## config.mk

```make
export PLATFORM = sky130hd
export DESIGN_NAME = mem_port_arbiter
export DESIGN_NICKNAME = d
export VERILOG_FILES = /design/src/rtl/mem_port_arbiter.sv
export SDC_FILE = /design/constraint.sdc
export NUM_CORES = 1
export LEC_CHECK = 0
export ABC_AREA = 1
export CAP_MARGIN = 20
export CORE_AREA = 2 2 156 158
export DETAILED_ROUTE_END_ITERATION = 6
export DIE_AREA = 0 0 158 160
export GPL_ROUTABILITY_DRIVEN = 0
export PLACE_DENSITY_LB_ADDON = 0.15
export RECOVER_POWER = 25
export SLEW_MARGIN = 10
export SYNTH_ARGS = -nofsm -noshare
export SYNTH_HDL_FRONTEND = slang
export SYNTH_SLANG_ARGS = --single-unit
```

## constraint.sdc

```tcl
create_clock -name clk -period 1.9 [get_ports clk]
set_input_delay 0.38 -clock clk [delete_from_list [all_inputs] [get_ports clk]]
set_output_delay 0.38 -clock clk [all_outputs]
set_load 0.01 [all_outputs]
```

## src/rtl/mem_port_arbiter.sv

```systemverilog
// Unified memory port arbiter between instruction fetch and load/store.
// Data wins by default; a starvation counter forces a fetch grant.
module mem_port_arbiter #(
  parameter int ADDR_W     = 32,
  parameter int DATA_W     = 64,
  parameter int STARVE_MAX = 4
) (
  input  logic              clk,
  input  logic              rst,
  input  logic              if_req,
  input  logic [ADDR_W-1:0] if_addr,
  input  logic              if_abort,
  output logic [31:0]       if_rdata,
  output logic              if_ack,
  input  logic              d_req,
  input  logic              d_we,
  input  logic [ADDR_W-1:0] d_addr,
  input  logic [DATA_W-1:0] d_wdata,
  output logic [DATA_W-1:0] d_rdata,
  output logic              d_ack,
  output logic              mem_req,
  output logic              mem_we,
  output logic [ADDR_W-1:0] mem_addr,
  output logic [DATA_W-1:0] mem_wdata,
  input  logic [DATA_W-1:0] mem_rdata,
  input  logic              mem_ack,
  output logic              stall_if,
  output logic              stall_d,
  output logic              busy
);

  localparam int CNT_W = $clog2(STARVE_MAX + 1);

  typedef enum logic [1:0] {
    IDLE   = 2'd0,
    GNT_IF = 2'd1,
    GNT_D  = 2'd2
  } state_t;

  state_t            state_q, state_d;
  logic              mem_req_q, mem_req_d;
  logic              mem_we_q, mem_we_d;
  logic [ADDR_W-1:0] mem_addr_q, mem_addr_d;
  logic [DATA_W-1:0] mem_wdata_q, mem_wdata_d;
  logic              if_ack_q, if_ack_d;
  logic              d_ack_q, d_ack_d;
  logic [31:0]       if_rdata_q, if_rdata_d;
  logic [DATA_W-1:0] d_rdata_q, d_rdata_d;
  logic [CNT_W-1:0]  starve_q, starve_d;
  logic              abort_q, abort_d;

  logic              if_req_m;
  logic              d_req_m;
  logic              starve_full;
  logic [31:0]       if_slice;

  // A requester still holding req during its own ack cycle must not be re-granted.
  assign if_req_m    = if_req & ~if_ack_q;
  assign d_req_m     = d_req & ~d_ack_q;
  assign starve_full = (starve_q == CNT_W'(STARVE_MAX));
  assign if_slice    = mem_addr_q[2] ? mem_rdata[63:32] : mem_rdata[31:0];

  always_comb begin
    state_d     = state_q;
    mem_req_d   = mem_req_q;
    mem_we_d    = mem_we_q;
    mem_addr_d  = mem_addr_q;
    mem_wdata_d = mem_wdata_q;
    if_ack_d    = 1'b0;
    d_ack_d     = 1'b0;
    if_rdata_d  = if_rdata_q;
    d_rdata_d   = d_rdata_q;
    starve_d    = starve_q;
    abort_d     = abort_q;

    case (state_q)
      IDLE: begin
        if (if_req_m && (!d_req_m || starve_full)) begin
          state_d    = GNT_IF;
          mem_req_d  = 1'b1;
          mem_we_d   = 1'b0;
          mem_addr_d = if_addr;
          starve_d   = '0;
          abort_d    = 1'b0;
        end else if (d_req_m) begin
          state_d     = GNT_D;
          mem_req_d   = 1'b1;
          mem_we_d    = d_we;
          mem_addr_d  = d_addr;
          mem_wdata_d = d_wdata;
          if (!if_req_m) begin
            starve_d = '0;
          end else if (!starve_full) begin
            starve_d = starve_q + CNT_W'(1);
          end
        end
      end

      GNT_IF: begin
        if (if_abort) begin
          abort_d = 1'b1;
        end
        if (mem_ack) begin
          state_d    = IDLE;
          mem_req_d  = 1'b0;
          mem_we_d   = 1'b0;
          if_ack_d   = ~(abort_q | if_abort);
          if_rdata_d = if_slice;
        end
      end

      GNT_D: begin
        if (mem_ack) begin
          state_d   = IDLE;
          mem_req_d = 1'b0;
          mem_we_d  = 1'b0;
          d_ack_d   = 1'b1;
          d_rdata_d = mem_rdata;
        end
      end

      default: begin
        state_d   = IDLE;
        mem_req_d = 1'b0;
        mem_we_d  = 1'b0;
      end
    endcase
  end

  always_ff @(posedge clk) begin
    if (rst) begin
      state_q     <= IDLE;
      mem_req_q   <= 1'b0;
      mem_we_q    <= 1'b0;
      mem_addr_q  <= '0;
      mem_wdata_q <= '0;
      if_ack_q    <= 1'b0;
      d_ack_q     <= 1'b0;
      if_rdata_q  <= '0;
      d_rdata_q   <= '0;
      starve_q    <= '0;
      abort_q     <= 1'b0;
    end else begin
      state_q     <= state_d;
      mem_req_q   <= mem_req_d;
      mem_we_q    <= mem_we_d;
      mem_addr_q  <= mem_addr_d;
      mem_wdata_q <= mem_wdata_d;
      if_ack_q    <= if_ack_d;
      d_ack_q     <= d_ack_d;
      if_rdata_q  <= if_rdata_d;
      d_rdata_q   <= d_rdata_d;
      starve_q    <= starve_d;
      abort_q     <= abort_d;
    end
  end

  assign mem_req   = mem_req_q;
  assign mem_we    = mem_we_q;
  assign mem_addr  = mem_addr_q;
  assign mem_wdata = mem_wdata_q;
  assign if_ack    = if_ack_q;
  assign d_ack     = d_ack_q;
  assign if_rdata  = if_rdata_q;
  assign d_rdata   = d_rdata_q;
  assign stall_if  = if_req & ~if_ack_q;
  assign stall_d   = d_req & ~d_ack_q;
  assign busy      = (state_q != IDLE);

endmodule

```

==> results of run 1 <==
-- area by class of cell --
| type | instances | area (um2) |
|---|---|---|
| repair buffers | 431 | 4348 |
| fillers | 2378 | 10200 |
| clock inverters | 9 | 148.9 |
| flip-flops and latches | 202 | 4045 |
| multi-input cells | 819 | 3744 |
| clock buffers | 29 | 618.1 |
| well taps | 324 | 405.4 |
| inverters | 81 | 306.5 |
-- cell families after synthesis --
logic type	count (synthesis)
AOI/OAI and AO/OA	108
buffers and inverters	165
DFF	202
and+or+nand+nor	706
adders and majority gates	5
-- worst register-to-register path, cell delays in order, from the launching register on --
cell      delay [ns]
dfxtp_1         0.33
inv_1           0.08
ha_1            0.20
nand2_1         0.11
clkinv_1        0.07
buf_6           0.38
nand3_1         0.23
o211ai_1        0.12
inv_1           0.06
-- path summary, 6_finish.rpt --
kind | slack [ns] | cells after the start | to
worst max-delay path | 0.07 | 1 | mem_req
worst min-delay path | 0.42 | 1 | if_ack
worst max register to register | 0.22 | 8 | if_rdata[6]
worst min register to register | 0.42 | 1 | if_ack
-- where the power goes --
group / switching [W] / internal [W]
Sequential: 0.000200 / 0.00464
Combinational: 0.00143 / 0.00155
Clock: 0.00175 / 0.00283
-- through the flow --
step | total power [W] | std cells
floorplan | 0.006313 | 1186
global placement | 0.007927 | 1857
detailed placement | 0.007958 | 1857
CTS | 0.01258 | 1895
global route | 0.01303 | 1895
finish | 0.01240 | 1895
-- sequential cells by signal, summed over array words and instances, names as in the netlist --
name,cells
d_rdata,64
if_ack,1
mem_addr,32
state_q,2
abort_q,1
starve_q,3
mem_req,1
mem_wdata,64
if_rdata,32
d_ack,1
mem_we,1
-- layout by cell type (no fill, tap or decap), types with 2 or more instances in the layout --
cell / instances
clkdlybuf4s50_1: 393
nor2_1: 324
nand2_1: 211
dfxtp_1: 201
nand3_1: 100
inv_1: 76
o21ai_0: 66
nand3b_1: 64
o211ai_1: 32
clkbuf_16: 23
buf_4: 17
buf_12: 11
a21oi_1: 8
clkbuf_1: 6
ha_1: 4
clkinv_2: 4
bufinv_16: 4
inv_2: 3
nand2_2: 3
clkbuf_8: 2
dlygate4sd2_1: 2
clkbuf_4: 2
clkbuf_2: 2
-- what timing repair did --
item	4_1_cts	5_1_grt
pin swaps	0	0
resized for setup	7	1
endpoints found under the setup margin	4	1
-- layer usage --
metal | track usage | vias to the layer above | wire, um
li1 | - | 4482 | -
met1 | 0.2474 | 3930 | 11310
met2 | 0.3690 | 341 | 13410
met3 | 0.06893 | 55 | 2721
met4 | 0.07658 | 0 | 976
met5 | 0 | - | 0
==> metrics.md, run 1 <==
| Metric | Value |
|---|---|
| Outcome | finished clean |
| CP startpoint kind | flop |
| RR Startpoint | state_q[1] |
| Crit-path cells | clkdlybuf4s50_1 |
| Top post-synthesis cells by count | nor2_1, nand2_1, dfxtp_1 |
| Leak | just under 6 nW |
| Largest family of logic cells by synthesized area | simple AND/OR/NAND/NOR gates |
| Num rows | 57 |
| Antenna Nets Post-Route | 0 |
| Max-cap violations | 0 |
| Die H | around 160 um |
| CP top delay family | buffers and inverters |
| Slew HR | 0.5369 |
| Crit-path max cell delay | about 0.61 ns |
| Netlist cell types | 24 |
| Total gr overflow | 0 |
| Overall global routing resource usage | 0.2142 |
| Largest net degree at the start of global routing | 72 |
| Post-synthesis compound-gate area fraction | 0.07388 |
| Fin. max-slew vios | 0 |
| Vias in the first global route | between 8000 and 9000 |
| Clock transition at path regs | roughly 0.07 ns |
| Core area | 23820 um2 |
| HPWL Detailed | between 20000 and 25000 um |
| Initial antenna violation count | 0 |
| Clk buf depth | 3 |
| Post-Syn Area | between 8000 and 9000 um2 |
| Number of buffers created by CTS | 23 |
| Period utilization | 0.9614 |
| Min-delay src | abort_q |
| Post-CTS setup buffers | 0 |
| Critical setup path kind | reg -> out |
| I/O Pins | between 300 and 400 |
| Buf+Inv Stages, Crit Path | 1 |
| First-pass GRT wire length | 43520 um |
| CP Data Required Time | between 1.5 and 2 ns |
| Skew final | roughly 0.0099 ns |
| XOR/XNOR Fraction of Synth Area | 0 |
| Fin nets | 1762 |
| Register area share after synthesis | 0.4775 |
| Dpl ws | -0.1016 ns |
| DRT iter0 DRCs | 448 |
| Fmax | approximately 550 MHz |
| Post-synth ARST share | 0 |
| Root Buffer | clkbuf_16 |
| Tightest Hold Check Type | reg -> reg |
| Max stage delay cell, worst path | clkdlybuf4s50_1 |
| Average wire per standard cell | approximately 15 um |
| Critical Path Start | mem_req |
| YS warnings | 0 |
| H-tree depth | 1 |
| RSZ-0062 raised after global routing | no |
| CTS tree | yes |
| PwrDens | a little over 900 nW/um2 |
| DIE WIDTH | around 160 um |
| Fin. Hold Viols | 0 |
| TNS Setup | 0 ns |
| Critical Path Fanout Max | 2 |
| CP arrival | around 1.5 ns |
| Die Footprint | between 20000 and 30000 um2 |
| Ant. Diodes | 0 |
| Fin util | 0.5716 |
| Slew of the pin with the lowest slew margin | 0.6946 ns |
| Vias/cell | 4.648 |
| Number of I/O port buffers | 397 |
| Detailed Routing Iterations Pass 1 | 5 |
| Largest cells by area after synthesis | dfxtp_1, nor2_1, nand2_1 |
| Simple-gate share of the synthesized area | 0.3607 |
| Layout cell share with drive strength beyond 1 | 0.05156 |
| Adder-cell share of the synthesized area | 0.007388 |
| Mapped Avg Cell Area | between 7 and 8 um2 |
| Fin crit period | 1.827 ns |
| Vias | slightly below 9000 |
| Post-synth top area cell | dfxtp_1 |
| Area after DPL | 12920 um2 |
| Worst-skew pair later-pin latency | 0.50 ns |
| Post-route cell area | between 10000 and 15000 um2 |
| Mux cell area share after synthesis | 0 |
| Count leader, synth | nor2_1 |
| Synthesized net count | approximately 1400 |
| Yosys reg bits | between 200 and 250 |
| Hold slack | roughly 0.42 ns |
| Synth top area share | 0.4775 |
| Maximum vdd drop | ~0.00054 V |
| Clk sink count | around 200 |
| Post-synth top flop | dfxtp_1 |
| Drc violations | 0 |
| Cells after synthesis | ~1200 |
| WL final | roughly 28000 um |
| Initial Util | 0.3555 |
| Setup Viol. Count Final | 0 |
| Post-synth EDFFs | 0 |
| P&R area growth vs syn | 60.79% |
| CP Capture Type | output pin |
| Hold buffers post-CTS | 0 |
| Final worst-path setup slack | about 0.073 ns |
(Power assumes the default switching activity.)
==> run 2, diff against run 1 <==
Settings changed: REMOVE_ABC_BUFFERS set to 1.
==> run 2 against run 1 <==
  * Sequential power about the same
  * Global-route usage decreased by 0.32 points
  * Setup slack improved by 0.015 ns
  * Non-clock buffer count increased by 1
  * First-iteration DRC count increased by 23%
  * Largest power group unchanged
==> metrics.md, run 2 (same netlist as run 1, synthesis figures left out) <==
| Metric | Value |
|---|---|
| Outcome | finished clean (unchanged) |
| Fmax | 552.1 MHz (was 547.4 MHz) |
| CTS tree | yes (unchanged) |
| Root Buffer | clkbuf_16 (unchanged) |
| Initial antenna violation count | 1 (was 0) |
| Vias in the first global route | 8073 (was 8199) |
| H-tree depth | 1 (unchanged) |
| Core area | 23820 um2 (unchanged) |
| Area of the multi-input gates | 3746 um2 (was 3744 um2) |
| HPWL Detailed | 19550 um (was 20290 um) |
| WL final | 28070 um (was 28410 um) |
| Commonest non-fill, non-tap cell in the layout | clkdlybuf4s50_1 (unchanged) |
| Fin util | 0.5668 (was 0.5716) |
| Fin nets | 1763 (was 1762) |
| Post-CTS setup buffers | 0 (unchanged) |
| Period utilization | 0.9533 (was 0.9614) |
| Tightest Hold Check Type | reg -> reg (unchanged) |
| Vias | 8733 (was 8808) |
| Die H | 160 um (unchanged) |
| Buf+Inv Stages, Crit Path | 3 (was 1) |
| Skew final | 0.01191 ns (was 0.009907 ns) |
| Setup Viol. Count Final | 0 (unchanged) |
| Number of buffers created by CTS | 23 (unchanged) |
| CP top delay family | flip-flops (was buffers and inverters) |
| Leak | 5.807 nW (was 5.844 nW) |
| Clk buf depth | 3 (unchanged) |
| Antenna Nets Post-Route | 0 (unchanged) |
| Critical setup path kind | reg -> out (unchanged) |
| FF-to-FF path depth | 6 (was 8) |
| CP Capture Type | output pin (unchanged) |
| Max stage delay cell, worst path | dfxtp_1 (was clkdlybuf4s50_1) |
| Min-delay src | abort_q (unchanged) |
| Worst-skew pair later-pin latency | 0.50 ns (about the same) |
| P&R area growth vs syn | 59.44% (was 60.79%) |
| Hold Path Cell Cnt | 1 (unchanged) |
| Initial Util | 0.3555 (unchanged) |
| I/O Pins | 398 (unchanged) |
| Num rows | 57 (unchanged) |
| Total gr overflow | 0 (unchanged) |
| Maximum vdd drop | 0.0004624 V (was 0.0005421 V) |
| Worst Hold Path EP | if_ack (unchanged) |
| Overall global routing resource usage | 0.2109 (was 0.2142) |
| Max-cap violations | 0 (unchanged) |
| Fin. max-slew vios | 0 (unchanged) |
| Slew of the pin with the lowest slew margin | 0.8556 ns (was 0.6946 ns) |
| Crit-path max cell delay | 0.37 ns (was 0.61 ns) |
| Critical path's most frequent cell | inv_1 |
| Detailed Routing Iterations Pass 1 | 5 (unchanged) |
| Commonest non-fill, non-tap cells in the layout | clkdlybuf4s50_1, nor2_1, nand2_1 (unchanged) |
| RR Startpoint | state_q[0] (was state_q[1]) |
| Clk sink count | 202 (unchanged) |
| Crit-path cells | inv_1 -> ha_2 -> inv_1 -> buf_4 (was clkdlybuf4s50_1) |
| Fin. Hold Viols | 0 (unchanged) |
| Clock transition at path regs | 0.06 ns (was 0.07 ns) |
| Slew HR | 0.4296 (was 0.5369) |
| Vias/cell | 4.613 (was 4.648) |
| Filler cell count | 2304 (was 2378) |
| Fin crit period | 1.811 ns (was 1.827 ns) |
| Number of I/O port buffers | 397 (unchanged) |
| Final Power | 0.01178 W (was 0.01240 W) |
| RSZ-0062 raised after global routing | no (unchanged) |
| R2R Path End | mem_wdata[10] (was if_rdata[6]) |
| Layout cell share with drive strength beyond 1 | 0.04911 (was 0.05156) |
| PwrDens | 872.3 nW/um2 (was 910.7 nW/um2) |
| Drc violations | 0 (unchanged) |
| CP startpoint kind | flop (unchanged) |
| Critical Path Fanout Max | 4 (was 2) |
| Die Footprint | 25280 um2 (unchanged) |
| CP Data Required Time | 1.52 ns (about the same) |
| DRT iter0 DRCs | 553 (was 448) |
| Largest net degree at the start of global routing | 89 (was 72) |
| CP arrival | 1.43 ns (was 1.45 ns) |
| Average wire per standard cell | 14.83 um (was 14.99 um) |
| First-pass GRT wire length | 42840 um (was 43520 um) |
| Register area | 4045 um2 (unchanged) |
| Hold buffers post-CTS | 0 (unchanged) |
| DIE WIDTH | 158 um (unchanged) |
| FF-to-FF setup slack | 0.21 ns (was 0.22 ns) |
==> run 2: cell types whose count changed in the layout (fill, tap and decap cells not counted), sizes merged <==
cell,delta
buf,+3
bufinv,-4
clkinv,-5
diode,+1
dlymetal6s2s,+1
inv,+2
==> run 2: worst max path at each step <==
| stage | startpoint | to | slack (ns) | cells past startpoint |
|---|---|---|---|---|
| 6_report | state_q[0] | busy | 0.09 | 4 |
| 4_1_cts | mem_addr[2] | mem_addr[2] | 0.006 | 1 |
| 5_1_grt | state_q[0] | busy | 0.007 | 4 |
| 3_3_place_gp | d_req | stall_d | -0.07 | 4 |
| 3_5_place_dp | d_req | stall_d | -0.09 | 4 |
| 2_1_floorplan | rst | if_rdata[0] | -1.22 | 3 |
==> run 2: metrics by stage <==
| stage | setup TNS [ns] | area (um2) | setup WS, ns | instances | hold slack, ns |
|---|---|---|---|---|---|
| 4_1_cts | 0 | 13540 | 0.005990 | 1892 | 0.4269 |
| 3_3_place_gp | -0.1248 | 12900 | -0.07296 | 1858 | 0.4131 |
| 6_report | 0 | 13500 | 0.08878 | 1893 | 0.4205 |
| 5_1_grt | 0 | 13500 | 0.006872 | 1893 | 0.4469 |
| 3_5_place_dp | -1.192 | 12900 | -0.09122 | 1858 | 0.4195 |
| 2_1_floorplan | -210.12 | 8090 | -1.216 | 1102 | 0.3904 |
==> run 2: layer usage <==
metal  vias up  wire [um]  GRT usage
met4         0        829    0.07412
li1       4492          -          -
met1      3895      11330     0.2508
met5         -          0          0
met2       296      13460     0.3625
met3        50       2448    0.05889
==> run 2: layout make-up <==
cell class,instances,share of cell area
flip-flops and latches,202,0.2996
well taps,324,0.03003
diodes,1,0.0001853
repair buffers,432,0.3221
clock inverters,2,0.001297
clock buffers,32,0.04661
inverters,81,0.02270
multi-input cells,819,0.2775
==> run 2: power by group <==
part,internal (W),switching [W]
Clock,0.00228,0.00168
Sequential,0.00464,0.000195
Combinational,0.00155,0.00144
==> run 2: what timing repair did <==
item / 4_1_cts / 5_1_grt
endpoints found under the setup margin: 4 / 2
endpoints found under the hold margin: 0 / 0
gates resized for setup: 7 / 2
